[src/rtl/ps2_pkg.sv]
// Shared types and constants for the PS/2 receiver and RAM word packer.
package ps2_pkg;

  localparam int unsigned PS2_FRAME_BITS = 11;
  localparam int unsigned PS2_DATA_BITS  = 8;
  localparam int unsigned RAM_WORD_W     = 32;
  localparam int unsigned BYTES_PER_WORD = 4;
  localparam int unsigned CNT_W          = $clog2(BYTES_PER_WORD + 1);

  typedef enum logic [1:0] {
    StIdle,
    StData,
    StParity,
    StStop
  } ps2_state_e;

  // Odd parity holds when data plus parity bit contain an odd number of ones.
  function automatic logic odd_parity(input logic [PS2_DATA_BITS-1:0] data, input logic par);
    return ^{data, par};
  endfunction

endpackage

[src/rtl/ps2_rx_frame.sv]
// PS/2 frame receiver: synchronizers, falling-edge detect, frame FSM and parity check.
// Optional stalled-frame abort when PS2_TIMEOUT_EN is defined.
module ps2_rx_frame
  import ps2_pkg::*;
#(
  parameter int unsigned SYNC_STAGES    = 2,
  parameter int unsigned TIMEOUT_CYCLES = 5000
) (
  input  logic                     clk,
  input  logic                     rst_n,
  input  logic                     ps2_clk,
  input  logic                     ps2_data,
  output logic                     byte_valid,
  output logic [PS2_DATA_BITS-1:0] byte_out,
  output logic                     frame_err
);

  logic [SYNC_STAGES-1:0] clk_sync_q, data_sync_q;
  logic                   clk_prev_q;
  logic                   fall, data_bit, timeout;

  always_ff @(posedge clk or negedge rst_n) begin
    if (!rst_n) begin
      clk_sync_q  <= '1;
      data_sync_q <= '1;
      clk_prev_q  <= 1'b1;
    end else begin
      clk_sync_q  <= {clk_sync_q[SYNC_STAGES-2:0], ps2_clk};
      data_sync_q <= {data_sync_q[SYNC_STAGES-2:0], ps2_data};
      clk_prev_q  <= clk_sync_q[SYNC_STAGES-1];
    end
  end

  assign fall     = clk_prev_q & ~clk_sync_q[SYNC_STAGES-1];
  assign data_bit = data_sync_q[SYNC_STAGES-1];

  ps2_state_e               state_q, state_d;
  logic [2:0]               bit_cnt_q, bit_cnt_d;
  logic [PS2_DATA_BITS-1:0] shift_q, shift_d, byte_q, byte_d;
  logic                     parity_q, parity_d, valid_q, valid_d, err_q, err_d;

`ifdef PS2_TIMEOUT_EN
  localparam int unsigned TO_W = $clog2(TIMEOUT_CYCLES + 1);
  logic [TO_W-1:0] to_cnt_q;

  always_ff @(posedge clk or negedge rst_n) begin
    if (!rst_n) begin
      to_cnt_q <= '0;
    end else if (fall || state_q == StIdle) begin
      to_cnt_q <= '0;
    end else begin
      to_cnt_q <= to_cnt_q + TO_W'(1);
    end
  end

  assign timeout = (state_q != StIdle) && !fall && (to_cnt_q == TO_W'(TIMEOUT_CYCLES - 1));
`else
  assign timeout = 1'b0;
`endif

  always_comb begin
    state_d   = state_q;
    bit_cnt_d = bit_cnt_q;
    shift_d   = shift_q;
    parity_d  = parity_q;
    byte_d    = byte_q;
    valid_d   = 1'b0;
    err_d     = 1'b0;
    if (fall) begin
      unique case (state_q)
        StIdle: begin
          if (!data_bit) begin
            state_d   = StData;
            bit_cnt_d = '0;
          end
        end
        StData: begin
          shift_d   = {data_bit, shift_q[PS2_DATA_BITS-1:1]};
          bit_cnt_d = bit_cnt_q + 3'd1;
          if (bit_cnt_q == 3'd7) state_d = StParity;
        end
        StParity: begin
          parity_d = data_bit;
          state_d  = StStop;
        end
        StStop: begin
          if (data_bit && odd_parity(shift_q, parity_q)) begin
            valid_d = 1'b1;
            byte_d  = shift_q;
          end else begin
            err_d = 1'b1;
          end
          state_d = StIdle;
        end
      endcase
    end else if (timeout) begin
      state_d   = StIdle;
      bit_cnt_d = '0;
      err_d     = 1'b1;
    end
  end

  always_ff @(posedge clk or negedge rst_n) begin
    if (!rst_n) begin
      state_q   <= StIdle;
      bit_cnt_q <= '0;
      shift_q   <= '0;
      parity_q  <= 1'b0;
      byte_q    <= '0;
      valid_q   <= 1'b0;
      err_q     <= 1'b0;
    end else begin
      state_q   <= state_d;
      bit_cnt_q <= bit_cnt_d;
      shift_q   <= shift_d;
      parity_q  <= parity_d;
      byte_q    <= byte_d;
      valid_q   <= valid_d;
      err_q     <= err_d;
    end
  end

  assign byte_valid = valid_q;
  assign byte_out   = byte_q;
  assign frame_err  = err_q;

endmodule

[src/rtl/ps2_ram_writer.sv]
// Packs accepted PS/2 bytes little-endian into 32-bit words and writes them to RAM
// at a wrapping address. Optional frame timeout via PS2_TIMEOUT_EN (in ps2_rx_frame).
module ps2_ram_writer
  import ps2_pkg::*;
#(
  parameter int unsigned ADDR_W         = 10,
  parameter int unsigned SYNC_STAGES    = 2,
  parameter int unsigned TIMEOUT_CYCLES = 5000
) (
  input  logic                     clk,
  input  logic                     rst_n,
  input  logic                     ps2_clk,
  input  logic                     ps2_data,
  input  logic                     flush,
  output logic                     ram_we,
  output logic [ADDR_W-1:0]        ram_addr,
  output logic [RAM_WORD_W-1:0]    ram_data,
  output logic                     byte_valid,
  output logic [PS2_DATA_BITS-1:0] byte_out,
  output logic                     frame_err
);

  ps2_rx_frame #(
    .SYNC_STAGES   (SYNC_STAGES),
    .TIMEOUT_CYCLES(TIMEOUT_CYCLES)
  ) u_rx (
    .clk       (clk),
    .rst_n     (rst_n),
    .ps2_clk   (ps2_clk),
    .ps2_data  (ps2_data),
    .byte_valid(byte_valid),
    .byte_out  (byte_out),
    .frame_err (frame_err)
  );

  logic [RAM_WORD_W-1:0] word_q, word_d, data_q, data_d;
  logic [CNT_W-1:0]      count_q, count_d;
  logic                  we_q, we_d;
  logic [ADDR_W-1:0]     addr_q, addr_d;

  always_comb begin
    word_d  = word_q;
    count_d = count_q;
    we_d    = 1'b0;
    addr_d  = addr_q;
    data_d  = data_q;
    if (we_q) begin
      // Write cycle: clear the packer, merging in any byte that arrives now.
      addr_d  = addr_q + ADDR_W'(1);
      word_d  = '0;
      count_d = '0;
      if (byte_valid) begin
        word_d[PS2_DATA_BITS-1:0] = byte_out;
        count_d                   = CNT_W'(1);
      end
    end else begin
      if (byte_valid) begin
        word_d[count_q[1:0]*PS2_DATA_BITS +: PS2_DATA_BITS] = byte_out;
        count_d = count_q + CNT_W'(1);
      end
      if (count_d == CNT_W'(BYTES_PER_WORD) || (flush && count_d != '0)) begin
        we_d   = 1'b1;
        data_d = word_d;
      end
    end
  end

  always_ff @(posedge clk or negedge rst_n) begin
    if (!rst_n) begin
      word_q  <= '0;
      count_q <= '0;
      we_q    <= 1'b0;
      addr_q  <= '0;
      data_q  <= '0;
    end else begin
      word_q  <= word_d;
      count_q <= count_d;
      we_q    <= we_d;
      addr_q  <= addr_d;
      data_q  <= data_d;
    end
  end

  assign ram_we   = we_q;
  assign ram_addr = addr_q;
  assign ram_data = data_q;

endmodule
[config.mk]
export PLATFORM = sky130hd
export DESIGN_NAME = ps2_ram_writer
export DESIGN_NICKNAME = d
export VERILOG_FILES = /design/src/rtl/ps2_pkg.sv /design/src/rtl/ps2_rx_frame.sv /design/src/rtl/ps2_ram_writer.sv
export SDC_FILE = /design/constraint.sdc
export NUM_CORES = 1
export LEC_CHECK = 0
export ABC_AREA = 1
export CORE_UTILIZATION = 44
export CTS_CLUSTER_DIAMETER = 30
export DETAILED_ROUTE_END_ITERATION = 7
export GPL_TIMING_DRIVEN = 1
export PLACE_DENSITY = 0.65
export SLEW_MARGIN = 25
export SYNTH_ARGS = -nofsm -noshare
export SYNTH_HDL_FRONTEND = slang
export SYNTH_SLANG_ARGS = --single-unit
[constraint.sdc]
create_clock -name clk -period 4.6 [get_ports clk]
set_clock_uncertainty 0.2 [all_clocks]
set_input_delay 0.69 -clock clk [delete_from_list [all_inputs] [get_ports clk]]
set_output_delay 0.69 -clock clk [all_outputs]
set_load 0.05 [all_outputs]
# Yosys cells after proc, flatten, opt, wreduce, memory -nomap -nowiden
# Index checks and enable logic that the tools add are counted.
# classes
add_sub_neg,4
n_eq_ne,7
shift,2
muxes,21
bitwise_logic,3
n_reduce_logical,13
# op_table
op,count
2-to-1 mux 32 bit,2
negation 5 -> 34 bit,1
"variable shift 8 x 34 -> 32 bit, first input constant",1
variable part select 8 x 34 -> 32 bit,1
bitwise mux 32 bit,1
2-to-1 mux 3 bit,4
"adder 10 x 1 -> 10 bit, second input constant",1
2-to-1 mux 1 bit,9
AND reduction 3 bit,3
parity 9 bit,1
2-to-1 mux 8 bit,1
one-hot mux 2 bit (4 select lines),1
"adder 3 x 1 -> 3 bit, second input constant",2
"== test 3 bit, second input constant",2
one-hot mux 3 bit (2 select lines),1
AND reduction 2 bit,3
"== test 2 bit, second input constant",2
2-to-1 mux 2 bit,2
nonzero test 3 bit,1
"== test 2 x 1 -> 1 bit, second input constant",1
logical AND 1 bit,2
logical NOT 2 bit,1
"inequality test 2 x 1 -> 1 bit, second input constant",1
"inequality test 2 bit, second input constant",1
other kinds (4),5
# word_totals
regBits,107
output_inout_bits,53
elab_cells,65

# Logic depth before layout (Yosys ltp)
# logic_depth
ltp_word,8
depth_mapped,12
ltp_nobuf,12

# Hierarchy
# A second synthesis with hierarchy kept.
# hier_totals
cells_unflattened,632
hier_area_um2,5096.1
# modules_own_cells
mod,instances,cells_per_inst,area_each_um2,seq_area_each_um2
ps2_ram_writer,1,461,3687.3,1951.9
ps2_rx_frame,1,171,1408.9,732.0

# Worst setup path after synthesis
# Ideal clock, no wire load.
# synth_path
kind,register to register
start,register count_q[0]
end,register data_q[14] (netlist: ram_data[14])
setup_ns,0.126
arrival_time_ns,1.743
required_ns,4.274
setup_slack_ns,2.531
stages_incl_launch_ff,12
path_buffers,2
period_less_slack_ns,2.069
cell_sequence,dfrtp_1 > inv_1 > ha_1 > nand2_1 > o21ai_1 > nor2_1 > or2_0 > nand2_2 > buf_6 > buf_12 > nand2_2 > o21ai_2
# synth_via
elab_chain_len,7
word_cells_on_any_way,13
# synth_rtl
element,line_no,source
start: declaration,ps2_ram_writer.sv:37,"logic [CNT_W-1:0] count_q, count_d;"
start signal: assignment,ps2_ram_writer.sv:77,count_q <= count_d;
"parallel branches: the longest is 7 deep, another holds negation 5 -> 34 bit",--,
end signal: assignment,ps2_ram_writer.sv:80,data_q <= data_d;
end: declaration,ps2_ram_writer.sv:36,"logic [RAM_WORD_W-1:0] word_q, word_d, data_q, data_d;"
# Parallel ways; which one is timed is not known. The select of a mux whose other input is x is not followed.
# A chain may end at the register's enable or synchronous reset.

# Worst setup path in the final report
# layout_path
start,register count_q[0]
end,register data_q[17] (netlist: ram_data[17])
# Same word-level chain as after synthesis.

==> metrics.md <==
| Metric | Value |
|---|---|
| Fraction of layout cells with a size suffix above 1 | ~11% |
| Area Growth Syn to Fin | 17.7% |
| # Post-CTS Setup Buffers | 0 |
| GRT Overall Usage | a little under a fifth |
| Worst Path Required | 4.70 ns |
| Rows | 37 |
| DRC | 0 |
| Gr ovfl total | 0 |
| LEAKAGE | ~2.7 nW |
| TritonCTS clock tree | yes |
| Syn Inst Count | approximately 520 |
| Worst path arrival time | 3.09 ns |
| Largest net degree at the start of global routing | 57 |
| Number of I/O pins | 58 |
| Die area | around 0.011 sq mm |
| Critical path origin | count_q[0] |
| Placed cell count | about 710 |
| Layout Cells excl Fill | around 720 |
| Inserted Diodes | 0 |
| Syn. warnings | 0 |
| PD cells | roughly 410 mW/mm^2 |
| Reg2Reg Depth | 10 |
| Synth top area share | 53.3% |
| Critical Path End Type | register |
| Final setup vio count | 0 |
| Initial antenna violation count | 0 |
| Die height | about 110 um |
| Hold crit path type | input port to asynchronous set/reset pin |
| Max Transition Viols Final | 0 |
| Post-CTS Hold Buffers | 0 |
| Post-synth cell types | 28 |
| Worst r2r src | count_q[0] |
| Num CTS Buffers | 9 |
| Clk sinks | 107 |
| Die W | roughly 110 um |
| First-pass GRT wire length | approximately 16 mm |
| H-tree levels | 3 |
| Starting Density | between 40% and 50% |
| Worst Tran Pin Value | 0.911 ns |
| DP Wirelength | 6.81 mm |
| Total number of vias | 3500 |
| Antenna viol nets, final | 0 |
| Final period util | between 60% and 70% |
| Wirelength per Cell | 13.1 um |
| Count leader, synth | nand2_1 |
| Max-slew headroom | between 30 and 40% |
| Final wirelength | around 9.4 mm |
| Outcome | finished clean |
| Asr flop ratio synth | between 90% and 100% |
| Number of flops mapped to enable cells by yosys | 0 |
| Final Hold Violating Endpoints | 0 |
| Yosys reg bits | between 100 and 150 |
| DRT iter0 DRCs | 153 |
| Avg Cell Area, Syn | 9.17 sq um |
| Main synth FF type | dfrtp_1 |
| CTS Buffer Depth | 2 |
| Vias in the first global route | roughly 3300 |
| Fillers | 980 |
| Worst-path fanout max | 42 |
| MaxCap Viol Count | 0 |
| Peak VDD IR | approximately 0.00029 V |
| Reg clk slew, reported paths | 0.11 ns |
| Sum Neg Setup Slack | 0 ns |
| Clock Latency Late Sink | between 0.3 and 0.4 ns |
| Syn Std Cell Area | 0.00479 sq mm |
| Initial DRT Pass Iterations | 4 |
| Core Footprint | about 0.010 sq mm |
| Synth area leaders | dfrtp_1 53%, nand2_1 12%, o21ai_0 5.0% |
| Register area share after synthesis | between 50% and 60% |
| Post-layout nets | 600 |
| Root buffer cell | clkbuf_8 |
| Worst setup SP type | register |
| Crit Path Category | register to register |
| Final GP Congestion | 0.846 |
| Worst r2r dst | ram_data[17] |
| Routed vias/inst | slightly below 5 |
| Syn nets | approximately 540 |
| Number of port buffers | 57 |
| F_max | 334 MHz |
| RSZ-0062 raised after global routing | no |
| Post-synth top area cell | dfrtp_1 |
| Post-CTS resize count | 0 |
| Final min period | approximately 3.0 ns |
| Reg2reg setup slack | about 1.6 ns |
| Commonest cells post-synth | 147 x nand2_1, 102 x dfrtp_1, 56 x inv_1 |
cell type report:
type	instances	area (sq um)	area share, %
inverter	58	218	3.86
clock buffer	11	141	2.51
multi-input combinational	344	1780	31.5
sequential	107	2680	47.6
timing repair buffer	61	598	10.6
clock inverter	5	45.0	0.800
tap	136	170	3.02
logic make-up after synthesis:
| kind of cell | synth area share [%] |
|---|---|
| compound gates | 10.7 |
| fa+ha+maj | 3.66 |
| flops | 56.1 |
| buf+inv | 6.80 |
| xor+xnor | 2.01 |
| simple gates | 20.7 |
critical path: stages, from the launching register on:
cell	delay, ns
dfrtp_1	0.49
inv_1	0.17
ha_1	0.37
nand2_1	0.08
o21ai_1	0.11
nor2_1	0.08
or2_0	0.21
nand2_2	0.67
buf_4	0.40
nand2_2	0.08
o21ai_2	0.06
worst max-delay path by stage:
stage | end | slack (ns) | cells after the start
2_1_floorplan | ram_data[14] | 2.53 | 11
3_3_place_gp | ram_data[16] | 1.71 | 10
3_5_place_dp | ram_data[17] | 1.61 | 10
4_1_cts | ram_data[17] | 1.60 | 10
5_1_grt | ram_data[21] | 1.37 | 10
6_report | ram_data[17] | 1.60 | 10
per-stage QoR:
| stage | power, mW | worst slack (ns) | utilization (%) | hold WS (ns) | instance area (sq um) |
|---|---|---|---|---|---|
| final | 2.32 | 1.60 | 54.1 | 0.0223 | 5630 |
| after global routing | 2.49 | 1.37 | 54.1 | 0.0375 | 5630 |
| after CTS | 2.35 | 1.60 | 54.1 | 0.0253 | 5630 |
| after detailed placement | 1.80 | 1.61 | 52.3 | 0.147 | 5450 |
| after global placement | 1.78 | 1.71 | 52.3 | 0.146 | 5450 |
| after floorplan | 1.65 | 2.53 | - | 0.145 | 4790 |
cell usage in the layout, fill, tap and decap left out, types with 7 or more instances in the layout:
master	instances
xor2_1	7
o21ai_0	48
nand3_1	8
clkbuf_8	10
o21ai_2	18
clkdlybuf4s50_1	56
dfrtp_1	102
nand4_1	12
nor2_1	44
nand2_2	19
ha_1	14
a22oi_1	12
nand2_1	147
inv_1	56
report_power, final:
| group | internal, mW | switching, mW | total (mW) |
|---|---|---|---|
| clock network | 0.220 | 0.322 | 0.542 |
| logic | 0.193 | 0.472 | 0.664 |
| registers | 1.02 | 0.0991 | 1.12 |
| total | 1.43 | 0.893 | 2.32 |
state kept, by name (all words and copies together) (netlist names), 2 cells and up:
register / count
ram_addr: 10
u_rx.state_q: 2
ram_data: 32
u_rx.clk_sync_q: 2
u_rx.shift_q: 8
count_q: 3
u_rx.bit_cnt_q: 3
u_rx.data_sync_q: 2
u_rx.byte_out: 8
word_q: 32
layer usage:
| layer | up-vias | global-route usage, % | wire length [um] |
|---|---|---|---|
| met3 | 6 | 2.33 | 419 |
| met2 | 79 | 28.1 | 4320 |
| li1 | 1767 | - | - |
| met5 | - | 0 | 0 |
| met1 | 1648 | 25.6 | 4610 |
| met4 | 0 | 7.24 | 89 |
No activity file was read; power rests on OpenSTA's default activity.
